$ cat src/rtl/pc_gen_pkg.sv
// Shared constants and next-PC source encoding for the fetch-stage PC generator.
// PC bit numbering is big-endian: bit 0 is the MSB.
package pc_gen_pkg;

  localparam int unsigned PC_WIDTH_DEF    = 32;
  localparam int unsigned INSTR_BYTES_DEF = 4;
  localparam int unsigned RAS_DEPTH_DEF   = 4;
  localparam logic [31:0] IM_BASE_ADDR    = 32'h0000_1000;

  typedef enum logic [1:0] {
    SrcExc = 2'd0,
    SrcBr  = 2'd1,
    SrcRet = 2'd2,
    SrcSeq = 2'd3
  } pc_src_e;

endpackage

$ cat src/rtl/pc_ras.sv
// Circular return-address stack: a push when full overwrites the oldest entry.
// Clear empties the stack; a pop when empty is ignored.
module pc_ras #(
  parameter int unsigned WIDTH = 32,
  parameter int unsigned DEPTH = 4
) (
  input  logic                    clk,
  input  logic                    rst_n,
  input  logic                    push,
  input  logic                    pop,
  input  logic                    clear,
  input  logic [0:WIDTH-1]        push_data,
  output logic [0:WIDTH-1]        top,
  output logic [$clog2(DEPTH):0]  count,
  output logic                    empty,
  output logic                    full
);

  localparam int unsigned         PtrW   = $clog2(DEPTH);
  localparam logic [PtrW-1:0]     PtrOne = 1;
  localparam logic [PtrW:0]       CntOne = 1;
  localparam logic [PtrW:0]       CntMax = (PtrW + 1)'(DEPTH);

  logic [0:WIDTH-1] mem_q [DEPTH];
  logic [PtrW-1:0]  ptr_q;
  logic [PtrW-1:0]  ptr_inc;
  logic [PtrW-1:0]  ptr_dec;
  logic [PtrW:0]    count_q;

  // Pointer arithmetic wraps naturally because DEPTH is a power of 2.
  assign ptr_inc = ptr_q + PtrOne;
  assign ptr_dec = ptr_q - PtrOne;

  assign empty = (count_q == '0);
  assign full  = (count_q == CntMax);
  assign count = count_q;
  assign top   = mem_q[ptr_q];

  always_ff @(posedge clk or negedge rst_n) begin
    if (!rst_n) begin
      ptr_q   <= '0;
      count_q <= '0;
      for (int i = 0; i < DEPTH; i++) begin
        mem_q[i] <= '0;
      end
    end else if (clear) begin
      count_q <= '0;
    end else if (push) begin
      ptr_q          <= ptr_inc;
      mem_q[ptr_inc] <= push_data;
      if (!full) begin
        count_q <= count_q + CntOne;
      end
    end else if (pop && !empty) begin
      ptr_q   <= ptr_dec;
      count_q <= count_q - CntOne;
    end
  end

endmodule

$ cat src/rtl/pc_gen.sv
// Fetch-stage program-counter generator: exception > stall > branch > return > sequential.
// Define PC_RAS_EN to add a return-address stack that predicts return targets.
module pc_gen
  import pc_gen_pkg::*;
#(
  parameter int unsigned         PC_WIDTH    = PC_WIDTH_DEF,
  parameter logic [0:PC_WIDTH-1] RESET_ADDR  = PC_WIDTH'(IM_BASE_ADDR),
  parameter int unsigned         INSTR_BYTES = INSTR_BYTES_DEF,
  parameter int unsigned         RAS_DEPTH   = RAS_DEPTH_DEF
) (
  input  logic                clk,
  input  logic                rst_n,
  input  logic                stall,
  input  logic                exc_valid,
  input  logic [0:PC_WIDTH-1] exc_vector,
  input  logic                br_valid,
  input  logic [0:PC_WIDTH-1] br_target,
  input  logic                br_link,
  input  logic                ret_valid,
  input  logic [0:PC_WIDTH-1] ret_target,
  output logic [0:PC_WIDTH-1] pc,
  output logic [0:PC_WIDTH-1] pc_next_seq,
  output logic                redirect,
  output logic                ras_empty,
  output logic                ras_full
);

  localparam logic [0:PC_WIDTH-1] IncrVal   = PC_WIDTH'(INSTR_BYTES);
  localparam logic [0:PC_WIDTH-1] AlignMask = ~(PC_WIDTH'(INSTR_BYTES - 1));

  logic [0:PC_WIDTH-1] pc_q;
  logic [0:PC_WIDTH-1] pc_d;
  logic [0:PC_WIDTH-1] target;
  logic [0:PC_WIDTH-1] ret_sel;
  logic                redirect_q;
  logic                redirect_d;
  logic                load;
  pc_src_e             src;

  assign pc_next_seq = pc_q + IncrVal;

  always_comb begin
    // An exception is the only source that can move the PC during a stall.
    load = exc_valid | ~stall;

    if (exc_valid) begin
      src = SrcExc;
    end else if (br_valid) begin
      src = SrcBr;
    end else if (ret_valid) begin
      src = SrcRet;
    end else begin
      src = SrcSeq;
    end

    target = pc_next_seq;
    unique case (src)
      SrcExc:  target = exc_vector;
      SrcBr:   target = br_target;
      SrcRet:  target = ret_sel;
      SrcSeq:  target = pc_next_seq;
      default: target = pc_next_seq;
    endcase

    pc_d       = load ? (target & AlignMask) : pc_q;
    redirect_d = load ? (src != SrcSeq) : redirect_q;
  end

  always_ff @(posedge clk or negedge rst_n) begin
    if (!rst_n) begin
      pc_q       <= RESET_ADDR;
      redirect_q <= 1'b0;
    end else begin
      pc_q       <= pc_d;
      redirect_q <= redirect_d;
    end
  end

  assign pc       = pc_q;
  assign redirect = redirect_q;

`ifdef PC_RAS_EN
  logic                        adv;
  logic                        ras_push;
  logic                        ras_pop;
  logic [0:PC_WIDTH-1]         ras_top;
  logic [$clog2(RAS_DEPTH):0]  ras_count;

  // Stack ops follow the same acceptance as the PC update; a branch shadows a return.
  assign adv      = ~exc_valid & ~stall;
  assign ras_push = adv & br_valid & br_link;
  assign ras_pop  = adv & ~br_valid & ret_valid & (ras_count != '0);

  pc_ras #(
    .WIDTH (PC_WIDTH),
    .DEPTH (RAS_DEPTH)
  ) u_ras (
    .clk       (clk),
    .rst_n     (rst_n),
    .push      (ras_push),
    .pop       (ras_pop),
    .clear     (exc_valid),
    .push_data (pc_next_seq),
    .top       (ras_top),
    .count     (ras_count),
    .empty     (ras_empty),
    .full      (ras_full)
  );

  assign ret_sel = ras_empty ? ret_target : ras_top;
`else
  logic unused_ras;

  assign unused_ras = br_link ^ (RAS_DEPTH == 0);
  assign ras_empty  = 1'b1;
  assign ras_full   = 1'b0;
  assign ret_sel    = ret_target;
`endif

endmodule

$ cat config.mk
export PLATFORM = sky130hd
export DESIGN_NAME = pc_gen
export DESIGN_NICKNAME = d
export VERILOG_FILES = /design/src/rtl/pc_gen_pkg.sv /design/src/rtl/pc_ras.sv /design/src/rtl/pc_gen.sv
export SDC_FILE = /design/constraint.sdc
export NUM_CORES = 1
export LEC_CHECK = 0
export ABC_AREA = 1
export CAP_MARGIN = 25
export CORE_ASPECT_RATIO = 0.6
export CORE_UTILIZATION = 30
export DETAILED_ROUTE_END_ITERATION = 8
export HOLD_SLACK_MARGIN = 0.1
export MAX_ROUTING_LAYER = met4
export PLACE_DENSITY = 0.7
export RECOVER_POWER = 25
export SYNTH_ARGS = -nofsm -noshare
export SYNTH_HDL_FRONTEND = slang
export SYNTH_SLANG_ARGS = --single-unit
$ cat constraint.sdc
create_clock -name clk -period 4.1 [get_ports clk]
set_input_delay 0.82 -clock clk [delete_from_list [all_inputs] [get_ports clk]]
set_output_delay 0.82 -clock clk [all_outputs]
set_load 0.01 [all_outputs]
==> out/results.tsv, run 1 <==
stage	metric	value	unit
routing	DR DRC count	0	
timing	Slew Limit Fails	32	
routing	drt first-iter violations	176	
power	power share of the clock group	29.1	%
floorplan	num rows	28	
synth	Main synth FF type	dfrtp_1	
power	Internal	861	uW
place	GP Congestion	0.913	
power	sequential share of power	31.1	%
synth	synthesized instance count	534	
timing	RSZ-0062 raised after global routing	no	
grt	initial antenna violation count	0	
setup_path	FF-to-FF Start	pc[28]$_DFFE_PN0P_	
setup_path	kind of critical path	reg2out	
power	VDD IR-drop max	0.148	mV
synth	number of synthesized flops with an enable pin	0	
clock_tree	Reg clk slew, reported paths	0.05	ns
synth	combinational family with the most area after synthesis	simple AND/OR/NAND/NOR gates	
timing	Clock Skews	0.00546	ns
power	sw frac	33.9	%
clock_tree	quantity of gates resized following cts	0	
synth	simple-gate share of the synthesized area	43.9	%
synth	top-area cell type share of the netlist area	26.7	%
timing	Final Cycle Share	76.9	%
grt	first-pass GRT wire length	18000	um
power	NetSw	441	uW
grt	largest net degree at the start of global routing	32	
setup_path	CP required	3.28	ns
routing	DR vias/cell	4.69	
synth	Synth warnings	0	
synth	largest cells by area after synthesis	nand2_1 27%, dfrtp_1 24%, inv_1 8.6%	
timing	Rel. slew slack	-24.1	%
status	status	complete, but fails checks	
setup_path	CP Capture Type	primary output	
synth	Netlist Area Pre-Place	3090	um2
synth	mux contribution to synthesized area	0	%
synth	Synth Area in XOR/XNOR	3.00	%
final_layout	ANT cells	0	
final_layout	Fill cells	982	
synth	sequential area share after synthesis	25.1	%
timing	Sum Neg Setup Slack	0	ns
power	Pleak	2.28	nW
synth	Netlist cell types	32	
timing	Final min period	3.15	ns
final_layout	layout cell share with drive strength beyond 1	6.59	%
grt	GRT Overall Usage	22.4	%
place	Port Buffers	156	
clock_tree	CTS buffer count	5	
power	Gate power share	39.8	%
setup_path	crit path max fanout	4	
floorplan	Die H	80.6	um
floorplan	core area	9950	um2
hold_path	Hold WC Path Type	reg2reg	
clock_tree	CTS tree	built	
setup_path	crit path from	pc[28]$_DFFE_PN0P_	
routing	vias	3835	
clock_tree	Setup Fix Bufs, Post-CTS	0	
grt	global route overflow	0	
floorplan	Die ar.	10700	um2
synth	Yosys reg bits	31	
routing	drt pass-1 iters	4	
clock_tree	Clock Sink Count	31	
clock_tree	Worst-Skew Late Latency	0.28	ns
synth	post-synthesis compound-gate area fraction	14.0	%
timing	Hold Worst Slack	0.512	ns
clock_tree	hold buffers post-CTS	0	
synth	dominant cell type by area after synthesis	nand2_1	
timing	f_max	317	MHz
place	HPWL Detailed	9020	um
routing	Post-Route WL	11800	um
final_layout	Syn-to-layout area delta	58.9	%
setup_path	startpoint types	flop	
floorplan	Chip Width	133	um
synth	Post-Synth Adder-Cell Area	0.405	%
timing	final setup violation count	0	
grt	number of global-route vias before repair	3502	
synth	Synth Area per Inst	5.79	um2
synth	asr flop ratio synth	100	%
routing	Routed Antenna Nets	0	
floorplan	I/O pins	170	
hold_path	worst hold start	redirect$_DFFE_PN0P_	
timing	Worst-Margin Slew	1.86	ns
clock_tree	Bufs on Longest Clock Path	2	
routing	Routed WL per cell	14.4	um
clock_tree	CTS root buffer	clkbuf_16	
power	PD cells	265	nW/um2
timing	Final Hold Viols	0	
setup_path	WP data arrival	2.33	ns
flow_run	max_cap viols	1	
clock_tree	H-tree depth	2	
status	failing checks	max-capacitance violations, max-slew violations	
final_layout	nets@finish	786	
floorplan	Initial Util	31.1	%
[per-stage QoR]
| stage | util (%) | cells | area [um2] | worst slack (ns) | total power, mW |
|---|---|---|---|---|---|
| 2_1_floorplan | - | 538 | 3110 | 1.92 | 0.620 |
| 3_3_place_gp | 47.9 | 810 | 4760 | 1.05 | 0.918 |
| 3_5_place_dp | 47.9 | 810 | 4760 | 1.06 | 0.926 |
| 4_1_cts | 49.4 | 818 | 4910 | 0.955 | 1.31 |
| 5_1_grt | 49.3 | 818 | 4910 | 0.793 | 1.37 |
| 6_report | 49.3 | 818 | 4910 | 0.947 | 1.30 |
[worst max-delay path, stage by stage, from the launching register on]
cell and delay, ns:
dfrtp_1 0.42, ha_1 0.27, nand2_1 0.08, nor2_2 0.14, nand3_1 0.15, inv_1 0.18, nand2_1 0.07, nand2_1 0.07
and2_1 0.13, clkdlybuf4s50_1 0.56
[state kept, by name (all words and copies together) (netlist names)]
| signal | count |
|---|---|
| pc | 30 |
| redirect | 1 |
[final timing paths]
path / end / slack [ns] / depth (start not counted)
worst min-delay path: redirect$_DFFE_PN0P_ / 0.51 / 2
worst max register to register: pc[13]$_DFFE_PN0P_ / 2.30 / 10
worst max-delay path: pc_next_seq[3] / 0.95 / 9
worst min register to register: redirect$_DFFE_PN0P_ / 0.51 / 2
max in group asynchronous: pc[14]$_DFFE_PN0P_ / 1.98 / 1
min in group asynchronous: pc[23]$_DFFE_PN0P_ / 1.04 / 1
[power groups by stage]
stage | combinational, mW | sequential, mW | clock, mW
floorplan | 0.212 | 0.408 | 0
global placement | 0.511 | 0.407 | 0
detailed placement | 0.517 | 0.409 | 0
CTS | 0.520 | 0.404 | 0.389
global route | 0.563 | 0.413 | 0.397
finish | 0.518 | 0.405 | 0.379
[logic make-up after synthesis]
family	Yosys count
DFF	31
xor gates and xnor gates	8
adders and majority gates	1
buffers and inverters	101
AOI/OAI and AO/OA	78
other	2
and+or+nand+nor	313
[synth_stat cells, types with 2 or more instances]
cell type,n
and2_1,7
buf_2,4
nor2_4,6
xnor2_1,2
inv_2,2
o22ai_1,10
a41oi_1,6
o21bai_1,2
nand3_1,26
inv_1,71
nor2_1,29
nor2_2,5
conb_1,2
nand2_2,9
xor2_2,3
nand3b_1,4
xor2_1,3
nand2_1,220
a21oi_1,35
clkbuf_1,15
o21ai_0,23
dfrtp_1,30
nand4_1,5
buf_4,7
[placed cells by master, fill, tap and decap left out, types with 5 or more instances in the layout]
| cell type | n |
|---|---|
| nand2_1 | 220 |
| clkdlybuf4s50_1 | 155 |
| inv_1 | 71 |
| a21oi_1 | 35 |
| dfrtp_1 | 30 |
| nor2_1 | 27 |
| nand3_1 | 26 |
| o21ai_0 | 23 |
| o22ai_1 | 10 |
| nand2_2 | 9 |
| buf_4 | 8 |
| nor2_2 | 7 |
| and2_1 | 7 |
| nor2_4 | 6 |
| a41oi_1 | 6 |
| conb_1 | 6 |
| nand4_1 | 5 |
| clkbuf_16 | 5 |
[metal layers]
layer	track usage (%)	routed length, um	part of all wire (%)
met4	4.83	96	0.81
met5	-	0	0
met2	34.6	5010	42
met1	30.3	5840	50
met3	4.36	840	7.1
[cell type report]
| class | instances | area [um2] | area share (%) |
|---|---|---|---|
| multi-input cells | 406 | 1920 | 39.2 |
| repair buffers | 164 | 1620 | 32.9 |
| flip-flops and latches | 31 | 777 | 15.8 |
| inverters | 74 | 278 | 5.66 |
| well taps | 135 | 169 | 3.44 |
| clock buffers | 7 | 143 | 2.91 |
| clock inverters | 1 | 5.00 | 0.102 |
Note: power is estimated with default switching activity, not from simulation.
==> run 2: changes to the inputs <==
==> constraint.sdc (replaced) <==
create_clock -name clk -period 3 [get_ports clk]
set_input_delay 0.6 -clock clk [delete_from_list [all_inputs] [get_ports clk]]
set_output_delay 0.6 -clock clk [all_outputs]
set_load 0.01 [all_outputs]
==> out/results.tsv, run 2 (synthesis results as in run 1) <==
stage	metric	value	unit	change
status	status	complete, but fails checks		
status	failing checks	max-capacitance violations, max-slew violations		
setup_path	crit path max fanout	5		+1
routing	Routed WL per cell	14.9	um	+3.2%
timing	Slew Limit Fails	32		unchanged
clock_tree	CTS tree	built		
timing	RSZ-0062 raised after global routing	no		
floorplan	core area	9950	um2	unchanged
floorplan	num rows	28		unchanged
clock_tree	Bufs on Longest Clock Path	2		unchanged
floorplan	Initial Util	31.1	%	unchanged
final_layout	layout cell share with drive strength beyond 1	7.84	%	+1.2 points
setup_path	crit path from	pc[19]$_DFFE_PN1P_		
setup_path	CP Capture Point	pc_next_seq[7]		
setup_path	CP Capture Type	primary output		
grt	GRT Overall Usage	23.8	%	+1.4 points
setup_path	startpoint types	flop		
floorplan	Die H	80.6	um	unchanged
final_layout	Final Util	50.1	%	+0.74 points
grt	layer carrying the most global-route usage	met2		
power	Pleak	2.32	nW	+1.8%
clock_tree	Reg clk slew, reported paths	0.06	ns	about the same
timing	Final Cycle Share	95.9	%	
timing	Clock Skews	0.00944	ns	+0.00398 ns
flow_run	max_cap viols	1		unchanged
grt	global route overflow	0		unchanged
setup_path	Reg2Reg Depth	11		+1
setup_path	WP data arrival	2.28	ns	-0.05 ns
grt	number of global-route vias before repair	3744		+6.9%
clock_tree	H-tree depth	2		unchanged
clock_tree	Clock Sink Count	31		unchanged
timing	Sum Neg Setup Slack	0	ns	unchanged
floorplan	Chip Width	133	um	unchanged
setup_path	Reg-to-Reg End	pc[4]$_DFFE_PN0P_		
place	GP Congestion	0.910		-0.36%
routing	DR DRC count	0		unchanged
timing	Final min period	2.88	ns	
setup_path	CP required	2.40	ns	-0.88 ns
timing	final setup violation count	0		unchanged
grt	grt met1 use	31.6	%	+1.3 points
final_layout	Syn-to-layout area delta	61.3	%	
floorplan	Die ar.	10700	um2	unchanged
clock_tree	hold buffers post-CTS	0		unchanged
grt	initial antenna violation count	0		unchanged
final_layout	commonest non-fill, non-tap cells in the layout	220 x nand2_1, 154 x clkdlybuf4s50_1, 70 x inv_1		
grt	GR met2 Demand/Resource	36.3	%	+1.7 points
clock_tree	Worst-Skew Late Latency	0.28	ns	about the same
place	post-placement cell count	815		+0.62%
setup_path	kind of critical path	reg2out		
routing	DR vias/cell	4.75		+1.3%
grt	largest net degree at the start of global routing	32		unchanged
routing	vias	3913		+2.0%
timing	Rel. slew slack	-24.8	%	-0.66 points
timing	f_max	348	MHz	
final_layout	ANT cells	0		unchanged
clock_tree	CTS buffer count	5		unchanged
final_layout	Cell Count, Final, Fillers Out	824		+0.73%
final_layout	commonest non-fill, non-tap cell in the layout	nand2_1		
clock_tree	CTS root buffer	clkbuf_16		
routing	Routed Antenna Nets	0		unchanged
hold_path	Hold Crit Depth	2		unchanged
final_layout	max FFs per register	30		unchanged
timing	Worst-Margin Slew	1.87	ns	+0.00989 ns
place	Port Buffers	156		unchanged
grt	first-pass GRT wire length	19200	um	+6.4%
power	VDD IR-drop max	0.187	mV	+26%
floorplan	I/O pins	170		unchanged
routing	drt first-iter violations	241		+37%
grt	M3 GR Usage	4.99	%	+0.63 points
routing	Post-Route WL	12200	um	+3.9%
power	PD cells	366	nW/um2	+38%
place	HPWL Detailed	9530	um	+5.6%
routing	drt pass-1 iters	4		unchanged
timing	Final Hold Viols	0		unchanged
final_layout	nets@finish	792		+0.76%
setup_path	r2r setup slk	1.23	ns	-1.07 ns
hold_path	Hold WC Path Type	reg2reg		
setup_path	FF-to-FF Start	pc[19]$_DFFE_PN1P_		
[run 2: worst max-delay path, stage by stage, from the launching register on]
cell and delay, ns:
dfstp_2 0.59, nand2_1 0.12, nor2_4 0.17, nand2_1 0.06
nor2_1 0.22, nand2_1 0.09, nand2_1 0.08, and2_1 0.11
clkdlybuf4s50_1 0.54
[run 2: repair_timing]
action,4_1_cts,5_1_grt
buffers inserted,0,1
setup endpoints to repair,0,5
gates resized for setup,0,4
[run 2: layer usage]
| metal | part of all wire [%] | wire (um) | up-vias |
|---|---|---|---|
| met1 | 48 | 5880 | 1794 |
| li1 | - | - | 1956 |
| met5 | 0 | 0 | - |
| met2 | 43 | 5300 | 146 |
| met3 | 7.0 | 860 | 17 |
| met4 | 1.6 | 201 | 0 |
[run 2: metrics by stage]
stage                     hold slack (ns)  total power [mW]  cell area (um2)  worst slack, ns
after detailed placement            0.491              1.28             4810            0.417
after global routing                0.592              1.92             4980           0.0162
final                               0.497              1.82             4980            0.123
after CTS                           0.416              1.83             4970           0.0867
after global placement              0.476              1.27             4810            0.460
after floorplan                     0.304             0.847             3110             1.04
[run 2: final cells by class]
| type | count | area (um2) |
|---|---|---|
| clock buffer | 8 | 156 |
| inverter | 74 | 278 |
| tap | 135 | 169 |
| multi-input combinational | 406 | 1930 |
| sequential | 31 | 777 |
| fill | 1001 | 4970 |
| timing repair buffer | 170 | 1680 |
[run 2: power breakdown]
group	internal, mW	switching [mW]
Combinational	0.392	0.344
Clock	0.353	0.188
Sequential	0.467	0.0791
[run 2: worst min path at each step]
stage / startpoint / endpoint / slack [ns]
final: redirect$_DFFE_PN0P_ / redirect$_DFFE_PN0P_ / 0.50
after floorplan: rst_n / pc[0]$_DFFE_PN0P_ / 0.30
after detailed placement: redirect$_DFFE_PN0P_ / redirect$_DFFE_PN0P_ / 0.49
after global placement: redirect$_DFFE_PN0P_ / redirect$_DFFE_PN0P_ / 0.48
after CTS: rst_n / pc[25]$_DFFE_PN0P_ / 0.42
after global routing: redirect$_DFFE_PN0P_ / redirect$_DFFE_PN0P_ / 0.59
==> run 3: changes to the inputs <==
--- a/config.mk
+++ b/config.mk
@@ -10,6 +10,7 @@
 export CORE_ASPECT_RATIO = 0.6
 export CORE_UTILIZATION = 30
 export DETAILED_ROUTE_END_ITERATION = 8
+export GPL_TIMING_DRIVEN = 0
 export HOLD_SLACK_MARGIN = 0.1
 export MAX_ROUTING_LAYER = met4
 export PLACE_DENSITY = 0.7
==> out/results.tsv, run 3 (synthesis results as in run 1) <==
stage	metric	value	unit	change
final_layout	ANT cells	0		unchanged
clock_tree	Worst-Skew Late Latency	0.29	ns	about the same
clock_tree	hold buffers post-CTS	0		unchanged
timing	Worst-Margin Slew	1.87	ns	-0.00188 ns
timing	final setup violation count	0		unchanged
routing	Routed WL per cell	14.9	um	+0.52%
timing	Final min period	2.88	ns	+0.00445 ns
grt	layer carrying the most global-route usage	met2		
status	failing checks	max-capacitance violations, max-slew violations		
setup_path	startpoint types	flop		
grt	number of global-route vias before repair	3611		-3.6%
setup_path	CP Capture Type	primary output		
final_layout	Cell Count, Final, Fillers Out	839		+1.8%
status	status	complete, but fails checks		
timing	Final Hold Viols	0		unchanged
final_layout	commonest non-fill, non-tap cell in the layout	nand2_1		
setup_path	CP required	2.40	ns	about the same
routing	DR DRC count	0		unchanged
floorplan	Die H	80.6	um	unchanged
hold_path	Hold WC Path Type	reg2reg		
hold_path	Hold EP	redirect$_DFFE_PN0P_		
timing	RSZ-0062 raised after global routing	yes		
setup_path	FF-to-FF Start	pc[29]$_DFFE_PN0P_		
hold_path	worst hold start	redirect$_DFFE_PN0P_		
setup_path	Reg2Reg Depth	12		+1
floorplan	I/O pins	170		unchanged
clock_tree	CTS root buffer	clkbuf_16		
final_layout	commonest non-fill, non-tap cells in the layout	220 x nand2_1, 155 x clkdlybuf4s50_1, 70 x inv_1		
routing	vias	3993		+2.0%
place	Place WS	0.379	ns	-0.0380 ns
routing	DR vias/cell	4.76		+0.22%
setup_path	r2r setup slk	1.25	ns	+0.02 ns
setup_path	Reg-to-Reg End	pc[5]$_DFFE_PN0P_		
timing	Final Cycle Share	96.0	%	+0.15 points
final_layout	max FFs per register	30		unchanged
setup_path	slowest cell on the critical path	clkdlybuf4s50_1		
power	sw frac	34.0	%	+0.45 points
clock_tree	H-tree depth	2		unchanged
routing	drt pass-1 iters	5		+1
place	Port Buffers	156		unchanged
grt	first-pass GRT wire length	19600	um	+2.4%
timing	Clock Skews	0.00797	ns	-0.00147 ns
timing	worst setup margin	0.119	ns	-0.00445 ns
grt	initial antenna violation count	0		unchanged
setup_path	Most common cell on crit path	nand2_2		
grt	global route overflow	0		unchanged
routing	Post-Route WL	12500	um	+2.4%
routing	drt first-iter violations	300		+24%
power	sequential share of power	30.2	%	+0.2 points
timing	Hold Worst Slack	0.507	ns	+0.0100 ns
power	power share of the clock group	30.1	%	+0.4 points
floorplan	Chip Width	133	um	unchanged
grt	GR met2 Demand/Resource	36.7	%	+0.42 points
routing	Routed Antenna Nets	0		unchanged
hold_path	Hold Crit Depth	2		unchanged
setup_path	slowest stage delay, CP	0.53	ns	-0.06 ns
setup_path	CP cell instances	ha_2, nand2_1, nor2_2, nand2_2, nor2_4, nand3b_1, nand2_2, clkdlybuf4s50_1		
floorplan	Die ar.	10700	um2	unchanged
place	HPWL Detailed	10000	um	+4.9%
setup_path	WP data arrival	2.28	ns	about the same
power	NetSw	623	uW	+2.1%
final_layout	nets@finish	807		+1.9%
floorplan	num rows	28		unchanged
setup_path	crit path max fanout	5		unchanged
setup_path	critical path's top delay family	simple AND/OR/NAND/NOR gates		
clock_tree	Reg clk slew, reported paths	0.06	ns	about the same
power	Internal	1.21	mW	about the same
timing	Sum Neg Setup Slack	0	ns	unchanged
grt	GRT Overall Usage	24.9	%	+1.1 points
place	GP Congestion	0.916		+0.68%
grt	largest net degree at the start of global routing	32		unchanged
clock_tree	CTS buffer count	5		unchanged
grt	grt met1 use	35.4	%	+3.8 points
clock_tree	Clock Sink Count	31		unchanged
grt	M3 GR Usage	4.55	%	-0.44 points
clock_tree	Bufs on Longest Clock Path	2		unchanged
timing	f_max	347	MHz	-0.15%
setup_path	Worst Path Buf+Inv	1		unchanged
floorplan	core area	9950	um2	unchanged
power	VDD IR-drop max	0.194	mV	+4.2%
power	Pleak	2.32	nW	about the same
timing	Slew Limit Fails	32		unchanged
place	post-placement cell count	829		+1.7%
flow_run	max_cap viols	1		unchanged
final_layout	Syn-to-layout area delta	62.3	%	
final_layout	layout cell share with drive strength beyond 1	7.95	%	+0.12 points
timing	Rel. slew slack	-24.7	%	+0.13 points
power	Gate power share	39.7	%	-0.7 points
final_layout	Final Util	50.4	%	+0.33 points
floorplan	Initial Util	31.1	%	unchanged
clock_tree	CTS tree	built		
setup_path	kind of critical path	reg2out		
power	PD cells	366	nW/um2	about the same
run 3: worst max-delay path by stage:
| stage | start | endpoint | cells after the start |
|---|---|---|---|
| after global routing | pc[29]$_DFFE_PN0P_ | pc_next_seq[13] | 8 |
| after global placement | pc[28]$_DFFE_PN0P_ | pc_next_seq[3] | 9 |
| final | pc[29]$_DFFE_PN0P_ | pc_next_seq[5] | 8 |
| after detailed placement | pc[28]$_DFFE_PN0P_ | pc_next_seq[7] | 9 |
| after floorplan | pc[28]$_DFFE_PN0P_ | pc_next_seq[13] | 7 |
| after CTS | pc[28]$_DFFE_PN0P_ | pc_next_seq[3] | 9 |
run 3: repair_timing:
| item | in CTS | in global routing |
|---|---|---|
| buffers inserted | 0 | 2 |
| gates resized for setup | 0 | 8 |
| setup endpoints to repair | 0 | 10 |
| hold endpoints to repair | 0 | 0 |
run 3: metrics by stage:
stage	area, um2	power [mW]
after floorplan	3110	0.847
after global placement	4840	1.27
after detailed placement	4830	1.28
after CTS	4990	1.83
after global routing	5020	1.93
final	5020	1.84
run 3: cell type report:
cell class	count	area [um2]
inverter	74	278
fill	1003	4930
sequential	31	782
tap	135	169
multi-input combinational	406	1930
timing repair buffer	158	1570
buffer	27	133
clock buffer	8	156
run 3: routing by layer:
layer | up-vias | share of wire, %
li1 | 1990 | -
met1 | 1821 | 50
met2 | 170 | 41
met3 | 12 | 8.5
met4 | 0 | 0.85
met5 | - | 0
run 3: tightest hold or removal path, cell delays in order (launching register included):
cell	delay, ns
dfrtp_1	0.36
nand2_1	0.06
o21ai_0	0.06
run 3: power by group through the flow:
stage / combinational (mW) / sequential [mW] / clock, mW
final: 0.729 / 0.554 / 0.553
after global routing: 0.793 / 0.563 / 0.569
after CTS: 0.723 / 0.551 / 0.554
after detailed placement: 0.719 / 0.557 / 0
after global placement: 0.716 / 0.556 / 0
after floorplan: 0.290 / 0.558 / 0
